`src/rtl/elastic_pipe_reg.sv`:
```
// elastic_pipe_reg: DEPTH-stage valid/ready register pipeline with flush and programmable reset value.
// Optional occupancy counter enabled by defining PIPE_OCC_EN. Rev 1.0
`default_nettype none

module elastic_pipe_reg #(
  parameter int               WIDTH     = 8,
  parameter int               DEPTH     = 2,
  parameter logic [WIDTH-1:0] RESET_VAL = '0
) (
  input  logic             clk,
  input  logic             reset,
  input  logic             flush,
  input  logic             in_valid,
  output logic             in_ready,
  input  logic [WIDTH-1:0] in_data,
  output logic             out_valid,
  input  logic             out_ready,
  output logic [WIDTH-1:0] out_data
`ifdef PIPE_OCC_EN
  ,
  output logic [$clog2(DEPTH+1)-1:0] occupancy
`endif
);

  logic [DEPTH-1:0] vld;
  logic [WIDTH-1:0] dat [DEPTH];
  logic [DEPTH:0]   rdy;

  // A stage can load when it is empty or its own word moves on this cycle.
  assign rdy[DEPTH] = out_ready;
  generate
    for (genvar i = 0; i < DEPTH; i++) begin : g_rdy
      assign rdy[i] = ~vld[i] | rdy[i+1];
    end
  endgenerate

  assign in_ready  = rdy[0];
  assign out_valid = vld[DEPTH-1];
  assign out_data  = dat[DEPTH-1];

  always_ff @(posedge clk) begin
    if (reset) begin
      vld <= '0;
      for (int i = 0; i < DEPTH; i++) begin
        dat[i] <= RESET_VAL;
      end
    end else if (flush) begin
      vld <= '0;
    end else begin
      if (rdy[0]) begin
        vld[0] <= in_valid;
        if (in_valid) begin
          dat[0] <= in_data;
        end
      end
      for (int i = 1; i < DEPTH; i++) begin
        if (rdy[i]) begin
          vld[i] <= vld[i-1];
          if (vld[i-1]) begin
            dat[i] <= dat[i-1];
          end
        end
      end
    end
  end

`ifdef PIPE_OCC_EN
  localparam int OCC_W = $clog2(DEPTH+1);

  logic in_xfer;
  logic out_xfer;

  assign in_xfer  = in_valid & rdy[0];
  assign out_xfer = vld[DEPTH-1] & out_ready;

  always_ff @(posedge clk) begin
    if (reset || flush) begin
      occupancy <= '0;
    end else if (in_xfer && !out_xfer) begin
      occupancy <= occupancy + OCC_W'(1);
    end else if (out_xfer && !in_xfer) begin
      occupancy <= occupancy - OCC_W'(1);
    end
  end
`endif

endmodule

`default_nettype wire

```
`config.mk`:
```
export PLATFORM = sky130hd
export DESIGN_NAME = elastic_pipe_reg
export DESIGN_NICKNAME = d
export VERILOG_FILES = /design/src/rtl/elastic_pipe_reg.sv
export SDC_FILE = /design/constraint.sdc
export NUM_CORES = 1
export LEC_CHECK = 0
export BUFFER_PORTS_ARGS = -buffer_cell sky130_fd_sc_hd__buf_4
export CAP_MARGIN = 25
export CORE_UTILIZATION = 50
export DETAILED_ROUTE_END_ITERATION = 16
export HOLD_SLACK_MARGIN = 0.06
export PLACE_DENSITY_LB_ADDON = 0.1
export SLEW_MARGIN = 15
export SYNTH_ARGS = -nofsm -noshare
export SYNTH_HDL_FRONTEND = slang
export SYNTH_SLANG_ARGS = --single-unit
```
`constraint.sdc`:
```
create_clock -name clk -period 1.4 [get_ports clk]
set_input_delay 0.14 -clock clk [delete_from_list [all_inputs] [get_ports clk]]
set_output_delay 0.14 -clock clk [all_outputs]
set_load 0.02 [all_outputs]
```
==> results.tsv <==
stage	metric	value	unit
logic_synthesis	synth_fp_nets	72	
drt	drtIter0Drc	5	
global_routing	antenna_found_initial	0	
die	die_y	44.5	µm
placed_design	dp_hpwl	953	µm
outcome	status	complete, no violations	
setup_path	worstSetupPathType	reg2out	
setup_path	worstPathArrival	1160	ps
pwr	p_seq_share	60.5	%
die	ioPinCount	23	
pwr	peakVddDrop	0.555	mV
logic_synthesis	yosys_warnings	0	
run	drv_cap	0	
pwr	p_comb_share	13.5	%
hold_path	hp-class	in2reg	
timing	period_share	93.2	%
layout	stdcell_count	101	
global_routing	first_global_vias	511	
placed_design	dp.cells	97	
logic_synthesis	avgSynthCellArea	15.3	µm²
setup_path	cp_max_fo	5	
die	die_w	44.5	µm
timing	rsz0062_at_grt	no	
logic_synthesis	yosys.cell_count.top_type	edfxtp_1	
layout	layout-drive-gt1-share	57.1	%
logic_synthesis	synth_ff_type	edfxtp_1	
timing	slew_headroom	80.6	%
clock_tree	post_cts_buffers	0	
layout	nNetsFinal	91	
timing	finalSetupViolations	0	
clock_tree	post_cts_resized	0	
setup_path	worstReg2RegStart	vld[0]	
placed_design	pre_cts_ws	138	ps
clock_tree	cts-root-buf	clkbuf_4	
drt	firstDrtPassIters	4	
setup_path	critPathMaxStageDelay	380	ps
drt	postRouteAntennaNets	0	
timing	period_needed	1300	ps
hold_path	hp-start	in_valid	
logic_synthesis	syn_inst	59	
clock_tree	path_clk_slew	100	ps
pwr	leakagePower	0.000399	µW
drt	vias_per_cell	5.19	
setup_path	worstRegToRegCells	3	
logic_synthesis	synth-edff-count	16	
setup_path	start_kind	register	
timing	tns	0	ps
layout	n_antenna_cell	0	
clock_tree	cts_made_buffers	3	
pwr	switching_share	22.5	%
layout	fill_cells	125	
logic_synthesis	yosysTopAreaCell	edfxtp_1	
setup_path	startpoint	vld[0]	
logic_synthesis	synth_top_cell_area_share	53.2	%
timing	final.setup.worst_slack	95.3	ps
global_routing	grt_use_total	16.2	%
global_routing	grt_first_pass_wirelength	2210	µm
timing	final_max_slew_viol_count	0	
die	num_rows	14	
placed_design	dpl_cell_area	1050	µm²
die	start_util	56.7	%
logic_synthesis	async_flop_share	0	%
pwr	share_clk_of_total_power	26.0	%
placed_design	gp_congestion	0.700	
setup_path	r2r_end	dat[0][5]	
layout	finalInstanceArea	1070	µm²
pwr	p_int	798	µW
setup_path	r2r_slack	130	ps
logic_synthesis	ys_seq_elements	18	
logic_synthesis	ys_top_cells_by_area	edfxtp_1 (53%), nor4b_2 (17%), buf_4 (7.5%)	
layout	area_growth	18.8	%
drt	vias	524	
timing	finalHoldViolCount	0	
timing	timing.fmax	766	MHz
layout	final_core_util	67.3	%
timing	worst_slew_pin_slew	286	ps
clock_tree	cts_hold_buf	0	
clock_tree	cts.sinks	18	
setup_path	crit_path_cell_trace	and3b_2 -> inv_1 -> buf_4	
clock_tree	insertion_delay	290	ps
setup_path	crit_required	1260	ps
pwr	p_switching	232	µW
die	die_area	1980	µm²
clock_tree	cts_max_level	1	
setup_path	setup.worst_path.end	in_ready	
die	fp.coreArea	1590	µm²
global_routing	grt_start_max_net_pins	17	
drt	wirelength	1370	µm
global_routing	gr-total-overflow	0	
logic_synthesis	synth_area	903	µm²
setup_path	end_kind	output pin	
drt	wl_per_cell	13.6	µm
clock_tree	clk_path_buf_depth	2	
pwr	power_density	960	nW/µm²
logic_synthesis	ys_types	13	
drt	drcViolationCount	0	
timing	skew	7.90	ps
clock_tree	cts_tree	built	
logic_synthesis	synth_common_cells	edfxtp_1 (16), nor4b_2 (10), buf_4 (9), nor4b_1 (6)	
logic_synthesis	synth-seq-area-share	57.6	%
setup_path	slowest_stage	dfxtp_1	
placed_design	io_buffer_count	22	
-- sequential cells by signal, summed over array words and instances (netlist names) --
register	count
dat	16
vld	2
-- worst min path at each step --
stage	cells after the start	endpoint
global route	3	vld[0]
detailed placement	3	vld[0]
global placement	3	vld[0]
finish	3	vld[0]
CTS	3	vld[0]
floorplan	2	vld[0]
-- through the flow --
stage	hold WS, ps	total power (µW)
floorplan	269	730
global placement	416	775
detailed placement	426	776
CTS	119	1030
global route	128	1060
finish	118	1030
-- power by group through the flow --
| stage | combinational (µW) | sequential, µW | clock (µW) |
|---|---|---|---|
| after floorplan | 96.2 | 634 | 0 |
| after global placement | 139 | 636 | 0 |
| after detailed placement | 140 | 635 | 0 |
| after CTS | 141 | 624 | 269 |
| after global routing | 149 | 626 | 289 |
| final | 140 | 623 | 268 |
-- placed cells by master (no fill, tap or decap), types with 2 or more instances in the layout --
cell	netlist	final
edfxtp_1	16	16
buf_4	9	26
a21oi_1	2	2
clkbuf_4	0	3
nor4b_2	10	10
nor4b_1	6	6
inv_1	4	4
-- per-layer routing --
layer / vias up / GRT usage (%) / routed length, µm
li1: 253 / - / -
met2: 15 / 26.8 / 669
met1: 254 / 18.8 / 632
met5: - / 0 / 0
met4: 0 / 10.9 / 22
met3: 2 / 3.67 / 50
-- cell families (layout without fill, tap and decap cells) --
kind of cell           after synthesis  count (layout)  share of synthesized area (%)
flip-flops                          18              18                           57.6
buffers and inverters               17              35                           14.1
AO/OA/AOI/OAI                        4               4                           3.05
AND/OR/NAND/NOR                     20              20                           25.2
-- critical path: cells and delay by family, from the launching register on --
kind	cells	cell delay, ps
buffers and inverters	2	250
DFF	1	380
and+or+nand+nor	1	250
-- layout make-up --
class	count	area, µm²	share of cell area [%]
Clock buffer	4	26.3	2.45
Inverter	4	15.0	1.40
Multi-Input combinational cell	24	265	24.7
Sequential cell	18	522	48.6
Tap cell	24	30.0	2.80
Timing Repair Buffer	27	215	20.0
(Power assumes the default switching activity.)
